`src/rtl/fpu_wb_arbiter_pkg.sv`:
```
// rtl/fpu_wb_arbiter_pkg.sv - shared FPU widths and result-source encoding
package fpu_wb_arbiter_pkg;

  localparam int REG_IDX_W = 5;
  localparam int DATA_W    = 32;
  localparam int FPU_NREG  = 32;

  typedef enum logic {
    SRC_S0 = 1'b0,
    SRC_S1 = 1'b1
  } src_id_e;

endpackage

```
`src/rtl/fpu_wb_arbiter_if.sv`:
```
// rtl/fpu_wb_arbiter_if.sv - issue, result, write-port and hazard-query bundle
interface fpu_wb_if;
  import fpu_wb_arbiter_pkg::*;

  logic                 issue_valid;
  logic [REG_IDX_W-1:0] issue_rd;
  logic                 issue_ready;
  logic                 s0_valid;
  logic [REG_IDX_W-1:0] s0_rd;
  logic [DATA_W-1:0]    s0_data;
  logic                 s0_ready;
  logic                 s1_valid;
  logic [REG_IDX_W-1:0] s1_rd;
  logic [DATA_W-1:0]    s1_data;
  logic                 s1_ready;
  logic [REG_IDX_W-1:0] rdi;
  logic [DATA_W-1:0]    write_data;
  logic                 reg_write;
  logic [REG_IDX_W-1:0] q1_rs;
  logic [REG_IDX_W-1:0] q2_rs;
  logic                 q1_busy;
  logic                 q2_busy;

  modport master (
    output issue_valid, issue_rd, s0_valid, s0_rd, s0_data,
           s1_valid, s1_rd, s1_data, q1_rs, q2_rs,
    input  issue_ready, s0_ready, s1_ready, rdi, write_data, reg_write,
           q1_busy, q2_busy
  );

  modport slave (
    input  issue_valid, issue_rd, s0_valid, s0_rd, s0_data,
           s1_valid, s1_rd, s1_data, q1_rs, q2_rs,
    output issue_ready, s0_ready, s1_ready, rdi, write_data, reg_write,
           q1_busy, q2_busy
  );

endinterface

```
`src/rtl/fpu_rr_arb2.sv`:
```
// rtl/fpu_rr_arb2.sv - two-way round-robin arbiter with one-bit last-grant state
module fpu_rr_arb2
  import fpu_wb_arbiter_pkg::*;
(
  input  logic       clk,
  input  logic       rst,
  input  logic [1:0] i_req,
  output logic [1:0] o_gnt
);

  src_id_e r_last_grant;
  logic    w_pick_s1;

  // s1 wins only when alone or when s0 took the previous grant
  always_comb begin
    w_pick_s1 = i_req[SRC_S1] && (!i_req[SRC_S0] || (r_last_grant == SRC_S0));
    o_gnt     = 2'b00;
    if (!rst) begin
      o_gnt[SRC_S1] = w_pick_s1;
      o_gnt[SRC_S0] = i_req[SRC_S0] && !w_pick_s1;
    end
  end

  always_ff @(posedge clk or posedge rst) begin
    if (rst) begin
      r_last_grant <= SRC_S1;
    end else if (|o_gnt) begin
      r_last_grant <= o_gnt[SRC_S1] ? SRC_S1 : SRC_S0;
    end
  end

endmodule

```
`src/rtl/fpu_wb_arbiter.sv`:
```
// rtl/fpu_wb_arbiter.sv - float register scoreboard and write-back arbitration
module fpu_wb_arbiter
  import fpu_wb_arbiter_pkg::*;
#(
  parameter int NREG = FPU_NREG
) (
  input  logic     clk,
  input  logic     rst,
  fpu_wb_if.slave  bus
);

  logic [NREG-1:0]      r_busy;
  logic                 r_reg_write;
  logic [REG_IDX_W-1:0] r_rdi;
  logic [DATA_W-1:0]    r_write_data;

  logic [1:0]           w_gnt;
  logic                 w_any_gnt;
  logic                 w_issue_acc;
  logic [REG_IDX_W-1:0] w_gnt_rd;
  logic [DATA_W-1:0]    w_gnt_data;
  logic [NREG-1:0]      w_busy_nxt;

  fpu_rr_arb2 u_arb (
    .clk   (clk),
    .rst   (rst),
    .i_req ({bus.s1_valid, bus.s0_valid}),
    .o_gnt (w_gnt)
  );

  assign w_any_gnt   = |w_gnt;
  assign w_gnt_rd    = w_gnt[SRC_S1] ? bus.s1_rd   : bus.s0_rd;
  assign w_gnt_data  = w_gnt[SRC_S1] ? bus.s1_data : bus.s0_data;

  assign bus.issue_ready = !rst && !r_busy[bus.issue_rd];
  assign w_issue_acc     = bus.issue_valid && bus.issue_ready;
  assign bus.s0_ready    = w_gnt[SRC_S0];
  assign bus.s1_ready    = w_gnt[SRC_S1];

  // Clear before set so a same-cycle issue to the granted rd keeps it busy
  always_comb begin
    w_busy_nxt = r_busy;
    if (w_any_gnt) begin
      w_busy_nxt[w_gnt_rd] = 1'b0;
    end
    if (w_issue_acc) begin
      w_busy_nxt[bus.issue_rd] = 1'b1;
    end
  end

  always_ff @(posedge clk or posedge rst) begin
    if (rst) begin
      r_busy       <= '0;
      r_reg_write  <= 1'b0;
      r_rdi        <= '0;
      r_write_data <= '0;
    end else begin
      r_busy      <= w_busy_nxt;
      r_reg_write <= w_any_gnt;
      if (w_any_gnt) begin
        r_rdi        <= w_gnt_rd;
        r_write_data <= w_gnt_data;
      end
    end
  end

  assign bus.rdi        = r_rdi;
  assign bus.write_data = r_write_data;
  assign bus.reg_write  = r_reg_write;
  assign bus.q1_busy    = r_busy[bus.q1_rs];
  assign bus.q2_busy    = r_busy[bus.q2_rs];

endmodule
```
`src/flat_wrapper.sv`:
```
// flat-port wrapper written by rule: the top's interface ports become plain ports
module fpu_wb_arbiter_flat import fpu_wb_arbiter_pkg::*;
#(
  parameter int NREG = FPU_NREG
)
  (clk, rst, bus_issue_valid, bus_issue_rd, bus_s0_valid, bus_s0_rd, bus_s0_data, bus_s1_valid, bus_s1_rd, bus_s1_data, bus_q1_rs, bus_q2_rs, bus_issue_ready, bus_s0_ready, bus_s1_ready, bus_rdi, bus_write_data, bus_reg_write, bus_q1_busy, bus_q2_busy);
  fpu_wb_if bus_i ();
  input  logic clk;
  input  logic rst;
  input wire logic [$bits(bus_i.issue_valid)-1:0] bus_issue_valid;
  input wire logic [$bits(bus_i.issue_rd)-1:0] bus_issue_rd;
  input wire logic [$bits(bus_i.s0_valid)-1:0] bus_s0_valid;
  input wire logic [$bits(bus_i.s0_rd)-1:0] bus_s0_rd;
  input wire logic [$bits(bus_i.s0_data)-1:0] bus_s0_data;
  input wire logic [$bits(bus_i.s1_valid)-1:0] bus_s1_valid;
  input wire logic [$bits(bus_i.s1_rd)-1:0] bus_s1_rd;
  input wire logic [$bits(bus_i.s1_data)-1:0] bus_s1_data;
  input wire logic [$bits(bus_i.q1_rs)-1:0] bus_q1_rs;
  input wire logic [$bits(bus_i.q2_rs)-1:0] bus_q2_rs;
  output wire logic [$bits(bus_i.issue_ready)-1:0] bus_issue_ready;
  output wire logic [$bits(bus_i.s0_ready)-1:0] bus_s0_ready;
  output wire logic [$bits(bus_i.s1_ready)-1:0] bus_s1_ready;
  output wire logic [$bits(bus_i.rdi)-1:0] bus_rdi;
  output wire logic [$bits(bus_i.write_data)-1:0] bus_write_data;
  output wire logic [$bits(bus_i.reg_write)-1:0] bus_reg_write;
  output wire logic [$bits(bus_i.q1_busy)-1:0] bus_q1_busy;
  output wire logic [$bits(bus_i.q2_busy)-1:0] bus_q2_busy;
  assign bus_i.issue_valid = bus_issue_valid;
  assign bus_i.issue_rd = bus_issue_rd;
  assign bus_i.s0_valid = bus_s0_valid;
  assign bus_i.s0_rd = bus_s0_rd;
  assign bus_i.s0_data = bus_s0_data;
  assign bus_i.s1_valid = bus_s1_valid;
  assign bus_i.s1_rd = bus_s1_rd;
  assign bus_i.s1_data = bus_s1_data;
  assign bus_i.q1_rs = bus_q1_rs;
  assign bus_i.q2_rs = bus_q2_rs;
  assign bus_issue_ready = bus_i.issue_ready;
  assign bus_s0_ready = bus_i.s0_ready;
  assign bus_s1_ready = bus_i.s1_ready;
  assign bus_rdi = bus_i.rdi;
  assign bus_write_data = bus_i.write_data;
  assign bus_reg_write = bus_i.reg_write;
  assign bus_q1_busy = bus_i.q1_busy;
  assign bus_q2_busy = bus_i.q2_busy;
  fpu_wb_arbiter #(.NREG(NREG)) u_core (.clk(clk), .rst(rst), .bus(bus_i));
endmodule
```
`config.mk`:
```
export PLATFORM = sky130hd
export DESIGN_NAME = fpu_wb_arbiter_flat
export DESIGN_NICKNAME = d
export VERILOG_FILES = /design/src/rtl/fpu_wb_arbiter_pkg.sv /design/src/rtl/fpu_wb_arbiter_if.sv /design/src/rtl/fpu_rr_arb2.sv /design/src/rtl/fpu_wb_arbiter.sv /design/src/flat_wrapper.sv
export SDC_FILE = /design/constraint.sdc
export NUM_CORES = 1
export LEC_CHECK = 0
export ABC_AREA = 1
export BUFFER_PORTS_ARGS = -buffer_cell sky130_fd_sc_hd__clkbuf_2
export CORE_MARGIN = 2
export CORE_UTILIZATION = 45
export DETAILED_ROUTE_END_ITERATION = 8
export PLACE_DENSITY = 0.72
export SLEW_MARGIN = 30
export SYNTH_ARGS = -nofsm -noshare
export SYNTH_HDL_FRONTEND = slang
export SYNTH_SLANG_ARGS = --single-unit
```
`constraint.sdc`:
```
create_clock -name clk -period 2.2 [get_ports clk]
set_input_delay 0.22 -clock clk [delete_from_list [all_inputs] [get_ports clk]]
set_output_delay 0.22 -clock clk [all_outputs]
set_load 0.005 [all_outputs]
```
==> flow_summary.toml, run 1 <==
[outcome]
status = "finished clean"

[worst_setup_path]
endpoint_kind = "flip-flop"
rr_worst_depth = 9
ff2ff_setup_slack_ns = 0.24
worstPathMaxFanout = 12
cpMostUsedCell = "o21ai_0"
slowest_delay_ns = 0.55
path_cells = "dlygate4sd3_1, clkbuf_2, inv_4, nand3_4, or2_2, o21ai_0, buf_4, nand3_1, o21ai_0, nand2_1"
cpLargestDelayFamily = "buffers and inverters"
crit-reg2reg-capture = "u_core.r_busy[8]$_DFF_PP0_"
cp.arrival_ns = 2.25
crit_required_ns = 2.43
r2r-start = "u_core.u_arb.r_last_grant$_DFFE_PP1N_"
crit_slowest_cell = "dlygate4sd3_1"
crit_type = "in -> reg"
startpoint_type = "input port"
worstPathBufferInverterCount = 4

[synthesis]
avgSynthCellArea_um2 = 6.93
yosysSeqAreaShare_pct = 41.3
synth_cell_types = 27
yosysTopAreaCell = "dfrtp_1"
ys_top_cells_by_area = "dfrtp_1 (41%), nand2_1 (16%), o21ai_0 (8.8%)"
synth_flop_cell = "dfrtp_1"
synth_edf_count = 0
syn_inst = 621
synth_warnings = 0
synth_common_cells = "nand2_1 (181), nor2_1 (100), o21ai_0 (76)"
synth_area_um2 = 4300
postSynthNetCount = 715
synth_async_sr_flop_share_pct = 100
ys_ff_latch = 71
synth.most_common_cell = "nand2_1"
synth_top_area_share_pct = 40.7

[sta]
final-hold-violation-count = 0
slew_headroom_pct = 57.1
rsz0062_at_grt = "no"
fin_crit_ns = 2.03
fmax_ghz = 0.493
tightest_slew_ns = 0.643
finClkSkew_ns = 0.00706
finalSetupTns_ns = 0
setup_viol = 0
period_share_pct = 92.1
slew_viol_final = 0

[drt]
antenna_left = 0
wl_per_cell_um = 14.7
topRoutingLayerUsed = "met4"
dr_wl_met3_um = 1170
drtIter0Drc = 380
met2_length_um = 6000
m1WireLength_um = 5380
dr.pass1.iters = 5
drc = 0
vias_per_cell = 5.37
vias = 4775
wl_um = 13100

[clock_network]
clockRootBuffer = "clkbuf_8"
clk_pin_slew_ns = 0.08
clk_latency_ns = 0.34
cts_setup_buffers = 0
max-clock-path-buffers = 2
cts_buffers = 9
cts_tree = "done"
cts.sinks = 71
cts.htree.levels = 3

[pwr]
intPower_mw = 2.50
pwr-share-clk_pct = 26.4
leakagePower_nw = 2.75
swShare_pct = 34.8
p_per_area_nw_per_um2 = 720
power.switching_mw = 1.33
power_frac_comb_pct = 26.4
seq_power_share_pct = 47.3
max-vdd-ir-drop_mv = 0.371

[floorplanning]
num_rows = 35
die-area_um2 = 10400
start_util_pct = 46.6
dieHeight_um = 102
die_x_um = 102
coreArea_um2 = 9240
io_pins = 137

[final_layout]
post-route-util_pct = 57.6
num-nets-final = 849
syn2layout_area_growth_pct = 23.6
antenna_cells = 0
drive_gt1_share_pct = 25.8

[placement]
dpl.hpwl_um = 9880
place_congestion = 0.962
portBuffers = 136

[job]
drv_cap = 0

[global_route]
grt_pass1_wl_um = 21800
grt_pass1_vias = 4521
grt.total_usage_pct = 26.8
grt_overflow = 0
grt_max_degree = 71
antenna_found_initial = 0

[min_path]
hold_path_depth = 3
hold_start = "bus_s0_data[6]"
min_to = "u_core.bus.write_data[6]$_DFFE_PP0N_"
hold_path_class = "in -> reg"
==> layout by cell type (no fill, tap or decap) <==
cell type and instances:
clkbuf_1 1, o21ai_2 1, clkinvlp_4 1, nor2_1 100
dfstp_2 1, clkbuf_2 136, buf_4 9, clkinv_2 4
nand2_1 179, o22ai_1 16, o21bai_1 14, o21ai_1 11
buf_12 1, nand3_4 1, bufinv_16 1, inv_1 44
clkinv_1 1, nand3_1 23, nand2_2 16, o21ai_0 76
nand3_2 3, nand4_1 1, a21oi_1 4, buf_6 1
o221ai_1 14, dfrtp_1 70, nor2_4 1, a211oi_1 2
nor2_2 2, dlygate4sd3_1 1, clkbuf_8 9, inv_4 1
inv_2 3, nor3_1 7, or2_2 3, clkinv_4 2
==> power by group through the flow <==
stage                     Combinational (mW)  Clock [mW]  Sequential [mW]
after detailed placement               0.997           0             1.82
after global placement                 0.967           0             1.81
final                                   1.01        1.01             1.81
after CTS                               1.00        1.03             1.80
after floorplan                        0.606           0             1.75
after global routing                    1.15        1.08             1.84
==> per-layer routing <==
metal,vias up,GRT usage [%]
li1,2294,-
met1,2184,35.3
met2,250,42.9
met3,47,4.07
met4,0,13.6
met5,-,0
==> area by class of cell <==
class	count	area, µm²
Clock buffer	10	128
Clock inverter	6	61.3
Tap cell	129	161
Timing Repair Buffer	148	790
Sequential cell	71	1780
Fill cell	874	3920
Multi-Input combinational cell	474	2200
Inverter	50	195
Timing Repair inverter	1	5.00
==> stage by stage <==
stage / total power, mW / cell area, µm² / std cells / hold WS (ns) / setup slack [ns]
2_1_floorplan: 2.35 / 4310 / 621 / 0.235 / 0.204
3_3_place_gp: 2.78 / 5090 / 871 / 0.266 / 0.317
3_5_place_dp: 2.81 / 5090 / 871 / 0.265 / 0.212
4_1_cts: 3.83 / 5290 / 888 / 0.114 / 0.00458
5_1_grt: 4.07 / 5320 / 889 / 0.127 / 0.0630
6_report: 3.83 / 5320 / 889 / 0.128 / 0.173
==> sequential cells by signal, indices dropped and copies added (netlist names) <==
signal                     count
u_core.u_arb.r_last_grant      1
u_core.bus.rdi                 5
u_core.bus.write_data         32
u_core.bus.reg_write           1
u_core.r_busy                 32
==> worst max path at each step <==
| stage | startpoint | end | slack, ns | depth (start not counted) |
|---|---|---|---|---|
| after floorplan | rst | u_core.bus.write_data[11]$_DFFE_PP0N_ | 0.20 | 7 |
| after global placement | u_core.u_arb.r_last_grant$_DFFE_PP1N_ | u_core.r_busy[24]$_DFF_PP0_ | 0.32 | 9 |
| after detailed placement | u_core.u_arb.r_last_grant$_DFFE_PP1N_ | u_core.r_busy[8]$_DFF_PP0_ | 0.21 | 9 |
| after CTS | rst | u_core.r_busy[24]$_DFF_PP0_ | 0.005 | 11 |
| after global routing | rst | u_core.r_busy[8]$_DFF_PP0_ | 0.06 | 10 |
| final | rst | u_core.r_busy[8]$_DFF_PP0_ | 0.17 | 10 |
==> cell families (layout without fill, tap and decap cells) <==
| group | count (synthesis) | in the layout | synth area share, % |
|---|---|---|---|
| compound gates | 138 | 138 | 18.7 |
| buf+inv | 76 | 215 | 7.94 |
| flops | 71 | 71 | 41.3 |
| simple gates | 336 | 336 | 32.1 |
==> worst register-to-register path: cells and delay by family (launching register included) <==
family | cells | cell delay, ns
and+or+nand+nor | 7 | 0.92
buffers and inverters | 1 | 0.13
AOI/OAI and AO/OA | 1 | 0.27
DFF | 1 | 0.54
==> repair_timing <==
action | CTS | global route
endpoints found under the setup margin | 0 | 29
hold endpoints to repair | 1 | 0
hold buffers | 1 | 0
gates resized for setup | 0 | 8
Power figures use the tool's default switching activity.
==> run 2, diff against run 1 <==
--- a/config.mk
+++ b/config.mk
@@ -14,4 +14,5 @@
 export SLEW_MARGIN = 30
 export SYNTH_ARGS = -nofsm -noshare
 export SYNTH_HDL_FRONTEND = slang
+export SYNTH_HIERARCHICAL = 1
 export SYNTH_SLANG_ARGS = --single-unit
==> flow_summary.toml, run 2 <==
[worst_setup_path]
r2r-start = "u_core/u_arb/r_last_grant$_DFFE_PP1P_"
startpoint = "u_core/u_arb/r_last_grant$_DFFE_PP1P_"
crit_type = "reg -> reg"
worstPathMaxFanout = 8
endpoint_kind = "flip-flop"
crit_required_ns = 2.43
cp.arrival_ns = 2.25
startpoint_type = "flip-flop"

[drt]
antenna_left = 0
wl_um = 13500
drtIter0Drc = 367
drc = 0
vias_per_cell = 5.31
wl_per_cell_um = 15.1
vias = 4759
dr.pass1.iters = 5

[clock_network]
cts.sinks = 71
cts_buffers = 9
clockRootBuffer = "clkbuf_8"
max-clock-path-buffers = 2
cts_tree = "done"
clk_pin_slew_ns = 0.08
clk_latency_ns = 0.34
cts.htree.levels = 3

[synthesis]
syn_inst = 625
synth_cell_types = 25
synth_top_area_share_pct = 40.9
synth_area_um2 = 4290
synth_edf_count = 0
synth.most_common_cell = "nand2_1"
synth_warnings = 6
synth_async_sr_flop_share_pct = 100
yosysSeqAreaShare_pct = 41.5
yosysTopAreaCell = "dfrtp_1"
avgSynthCellArea_um2 = 6.86
ys_ff_latch = 71
postSynthNetCount = 719
synth_flop_cell = "dfrtp_1"
ys_top_cells_by_area = "dfrtp_1 (41%), nand2_1 (19%), nand3_1 (10%)"
synth_common_cells = "nand2_1 (222), nand3_1 (89), nor2_1 (72)"

[sta]
final-hold-violation-count = 0
rsz0062_at_grt = "no"
fmax_ghz = 0.496
slew_headroom_pct = 68.5
finClkSkew_ns = 0.00939
hold_slack_ns = 0.0901
setup_viol = 0
tightest_slew_ns = 0.472
fin_crit_ns = 2.02
slew_viol_final = 0
period_share_pct = 91.7

[pwr]
finalPower_mw = 4.24
power_frac_comb_pct = 24.1
p_per_area_nw_per_um2 = 779
swShare_pct = 32.2
pwr-share-clk_pct = 32.6
max-vdd-ir-drop_mv = 0.443
power.switching_mw = 1.37
leakagePower_nw = 2.86
intPower_mw = 2.88
seq_power_share_pct = 43.3

[placement]
place_congestion = 0.909
dpl-instance-area_um2 = 5070
portBuffers = 136
dpl.hpwl_um = 10100

[min_path]
hold_path_class = "in -> reg"
hold_start = "bus_s1_data[13]"

[floorplanning]
die-area_um2 = 10300
io_pins = 137
num_rows = 35
start_util_pct = 46.4
die_x_um = 102
dieHeight_um = 102
coreArea_um2 = 9240

[final_layout]
post-route-util_pct = 59.0
nFillCells = 857
antenna_cells = 0
num-nets-final = 856
syn2layout_area_growth_pct = 27.1
drive_gt1_share_pct = 25.2
stdcell_area_um2 = 5450
final_cell_mix = "nand2_1 (220), clkbuf_2 (136), nand3_1 (87), nor2_1 (70), dfrtp_1 (70)"
final_common_cell = "nand2_1"

[global_route]
grt_pass1_wl_um = 22000
grt.total_usage_pct = 27.0
antenna_found_initial = 0
grt_overflow = 0
grt_max_degree = 71
grt_pass1_vias = 4444

[job]
drv_cap = 0

[outcome]
status = "finished clean"
[run 2: cell count changes in the layout (fill, tap and decap cells not counted), sizes merged, moves of 3 or more]
cell      before  now
inv           48   32
nand3         27   91
buf           11   17
o21ai         88   56
bufinv         1    4
clkinvlp       1    4
nand2        195  225
clkinv         7    2
o22ai         16    0
nor2         103   73
[run 2: worst max-delay path: stages, from the launching register on]
cell and delay (ns):
dfstp_2 0.54, nand2_2 0.06, nand3_2 0.11, clkinvlp_4 0.17, buf_4 0.17, nand2_1 0.05
nand2_1 0.13, nor2_2 0.19, nand2_2 0.17, o21ai_0 0.22, nand2_1 0.08
[run 2: kinds of logic after synthesis]
logic type             count (synthesis)  share of synthesized area (%)
AO/OA/AOI/OAI                         89                           12.6
buffers and inverters                 64                           7.03
flip-flops                            71                           41.5
AND/OR/NAND/NOR                      401                           38.9
[run 2: layout make-up]
cell class	count	area, µm²	share of cell area (%)
clock inverters	7	145	2.66
repair buffers	155	861	15.8
well taps	129	161	2.96
multi-input cells	490	2230	41.0
repair inverters	1	5.00	0.0918
flip-flops and latches	71	1780	32.6
inverters	34	140	2.57
clock buffers	9	124	2.27
[run 2: path summary, 6_finish.rpt]
path / end / slack (ns) / depth (start not counted)
hold / removal: u_core/bus.write_data[13]$_DFFE_PP0N_ / 0.09 / 3
max in group asynchronous: u_core/r_busy[24]$_DFF_PP0_ / 1.10 / 5
min in group asynchronous: u_core/u_arb/r_last_grant$_DFFE_PP1P_ / 0.47 / 3
setup reg to reg: u_core/r_busy[2]$_DFF_PP0_ / 0.18 / 10
setup / recovery: u_core/r_busy[2]$_DFF_PP0_ / 0.18 / 10
hold reg to reg: u_core/u_arb/r_last_grant$_DFFE_PP1P_ / 0.48 / 2
[run 2: layer usage]
layer	GRT usage, %	vias to the layer above	share of wire [%]
li1	-	2325	-
met1	36.5	2170	42
met2	43.0	243	47
met3	5.80	21	9.1
met4	9.25	0	2.0
met5	0	-	0
[run 2: repair_timing]
action                                 4_1_cts  5_1_grt
hold buffers                                 1        1
buffers inserted                             0        3
gates resized for setup                      0       13
gates cloned                                 0        1
setup endpoints to repair                    1       32
endpoints found under the hold margin        1       18
[run 2: through the flow]
step | cells | setup TNS, ns | worst slack [ns]
6_report | 896 | 0 | 0.182
5_1_grt | 896 | 0 | 0.0258
4_1_cts | 890 | -0.00342 | -0.00342
3_5_place_dp | 873 | -0.00454 | -0.00454
3_3_place_gp | 873 | 0 | 0.0933
2_1_floorplan | 625 | 0 | 0.244
[run 2: power by group through the flow]
stage          combinational [mW]  clock (mW)  sequential, mW
3_5_place_dp                 1.00           0            1.84
4_1_cts                     0.996        1.39            1.83
2_1_floorplan               0.596           0            1.76
6_report                     1.02        1.38            1.84
5_1_grt                      1.16        1.45            1.87
3_3_place_gp                0.967           0            1.84
==> run 3, diff against run 2 <==
--- a/config.mk
+++ b/config.mk
@@ -6,7 +6,7 @@
 export NUM_CORES = 1
 export LEC_CHECK = 0
 export ABC_AREA = 1
-export BUFFER_PORTS_ARGS = -buffer_cell sky130_fd_sc_hd__clkbuf_2
+export BUFFER_PORTS_ARGS = -buffer_cell sky130_fd_sc_hd__buf_2
 export CORE_MARGIN = 2
 export CORE_UTILIZATION = 45
 export DETAILED_ROUTE_END_ITERATION = 8
==> flow_summary.toml, run 3 (same netlist as run 2, synthesis figures left out) <==
[outcome]
status = "finished clean"

[placement]
portBuffers = 136
post-place-cells = 873
place_ws_ns = 0.157
dpl.hpwl_um = 9880
place_congestion = 0.914

[global_route]
grt_overflow = 0
grt.total_usage_pct = 26.8
antenna_found_initial = 0
grt_pass1_wl_um = 21900
grt_pass1_vias = 4504
grt_max_degree = 71

[clock_network]
cts.sinks = 71
cts_tree = "done"
clockRootBuffer = "clkbuf_8"
cts_setup_buffers = 0
clk_latency_ns = 0.34
clk_pin_slew_ns = 0.08
cts_buffers = 9
cts.htree.levels = 3
max-clock-path-buffers = 2

[drt]
wl_per_cell_um = 14.9
drc = 0
vias = 4770
antenna_left = 0
drtIter0Drc = 448
wl_um = 13300
vias_per_cell = 5.36
dr.pass1.iters = 5

[min_path]
hold_path_class = "in -> reg"

[floorplanning]
start_util_pct = 46.4
dieHeight_um = 102
coreArea_um2 = 9240
num_rows = 35
die_x_um = 102
io_pins = 137
die-area_um2 = 10300

[final_layout]
drive_gt1_share_pct = 24.3
multi_input_area_um2 = 2220
layout.cells.non_filler = 890
final_common_cell = "nand2_1"
syn2layout_area_growth_pct = 24.1
num-nets-final = 850
nFillCells = 894
antenna_cells = 0
final_cell_mix = "nand2_1 (221), buf_2 (136), nand3_1 (87), nor2_1 (71), dfrtp_1 (70)"
final-seq-area_um2 = 1780

[job]
drv_cap = 0

[sta]
final-hold-violation-count = 0
rsz0062_at_grt = "no"
tightest_slew_ns = 0.639
fmax_ghz = 0.495
slew_headroom_pct = 57.4
finClkSkew_ns = 0.00830
setup_viol = 0
finalSetupTns_ns = 0
fin_crit_ns = 2.02
slew_viol_final = 0
period_share_pct = 91.8
setup_ws_ns = 0.179

[worst_setup_path]
crit_required_ns = 2.43
ff2ff_setup_slack_ns = 0.18
endpoint_kind = "flip-flop"
worstPathMaxFanout = 15
startpoint_type = "flip-flop"
cp.arrival_ns = 2.25
crit_type = "reg -> reg"

[pwr]
p_per_area_nw_per_um2 = 747
max-vdd-ir-drop_mv = 0.605
leakagePower_nw = 2.80
finalPower_mw = 3.97
[run 3: cell count changes in the layout (fill, tap and decap cells not counted), sizes merged]
| cell | previous run | this run |
|---|---|---|
| buf | 17 | 149 |
| clkinvlp | 4 | 3 |
| bufinv | 4 | 2 |
| dlygate4sd3 | 2 | 1 |
| clkinv | 2 | 3 |
| inv | 32 | 33 |
| clkbuf | 145 | 9 |
[run 3: critical path: stages (launching register included)]
cell     delay (ns)
dfstp_2        0.55
nand2_2        0.06
nand3_2        0.06
inv_1          0.09
inv_2          0.21
or2_2          0.15
o21ai_1        0.12
inv_1          0.12
nand2_1        0.22
o21ai_0        0.24
nand2_1        0.08
[run 3: layout make-up]
class | instances | area share [%]
well taps | 129 | 3.03
repair buffers | 150 | 15.1
clock buffers | 9 | 2.33
clock inverters | 7 | 1.83
flip-flops and latches | 71 | 33.4
inverters | 34 | 2.47
multi-input cells | 490 | 41.8
[run 3: metrics by stage]
step	area, µm²	utilization [%]	hold WS, ns
after floorplan	4290	-	0.132
after global placement	5070	54.9	0.280
after detailed placement	5070	54.9	0.285
after CTS	5300	57.4	0.0720
after global routing	5320	57.6	0.0844
final	5320	57.6	0.0867
[run 3: what timing repair did]
action / in CTS / in global routing
resized for setup: 0 / 5
setup endpoints to repair: 0 / 24
hold buffers: 1 / 0
hold endpoints to repair: 1 / 0
[run 3: layer usage]
layer  wire length (µm)  track usage [%]
met1               5710             37.9
met2               6210             42.3
met3               1240             5.31
met4                110             7.28
met5                  0                0
[run 3: final timing paths]
| kind | cells past startpoint | startpoint | end |
|---|---|---|---|
| setup / recovery | 10 | u_core/u_arb/r_last_grant$_DFFE_PP1P_ | u_core/r_busy[14]$_DFF_PP0_ |
| hold / removal | 3 | bus_s1_data[6] | u_core/bus.write_data[6]$_DFFE_PP0N_ |
| setup reg to reg | 10 | u_core/u_arb/r_last_grant$_DFFE_PP1P_ | u_core/r_busy[14]$_DFF_PP0_ |
| hold reg to reg | 2 | u_core/bus.write_data[27]$_DFFE_PP0N_ | u_core/bus.write_data[27]$_DFFE_PP0N_ |
| max in group asynchronous | 3 | rst | u_core/r_busy[18]$_DFF_PP0_ |
| min in group asynchronous | 3 | rst | u_core/bus.write_data[30]$_DFFE_PP0N_ |
[run 3: power breakdown]
group	internal (mW)	total, mW	switching [mW]
Sequential	1.57	1.83	0.261
Combinational	0.422	0.999	0.577
Clock	0.640	1.14	0.505
Total	2.63	3.97	1.34
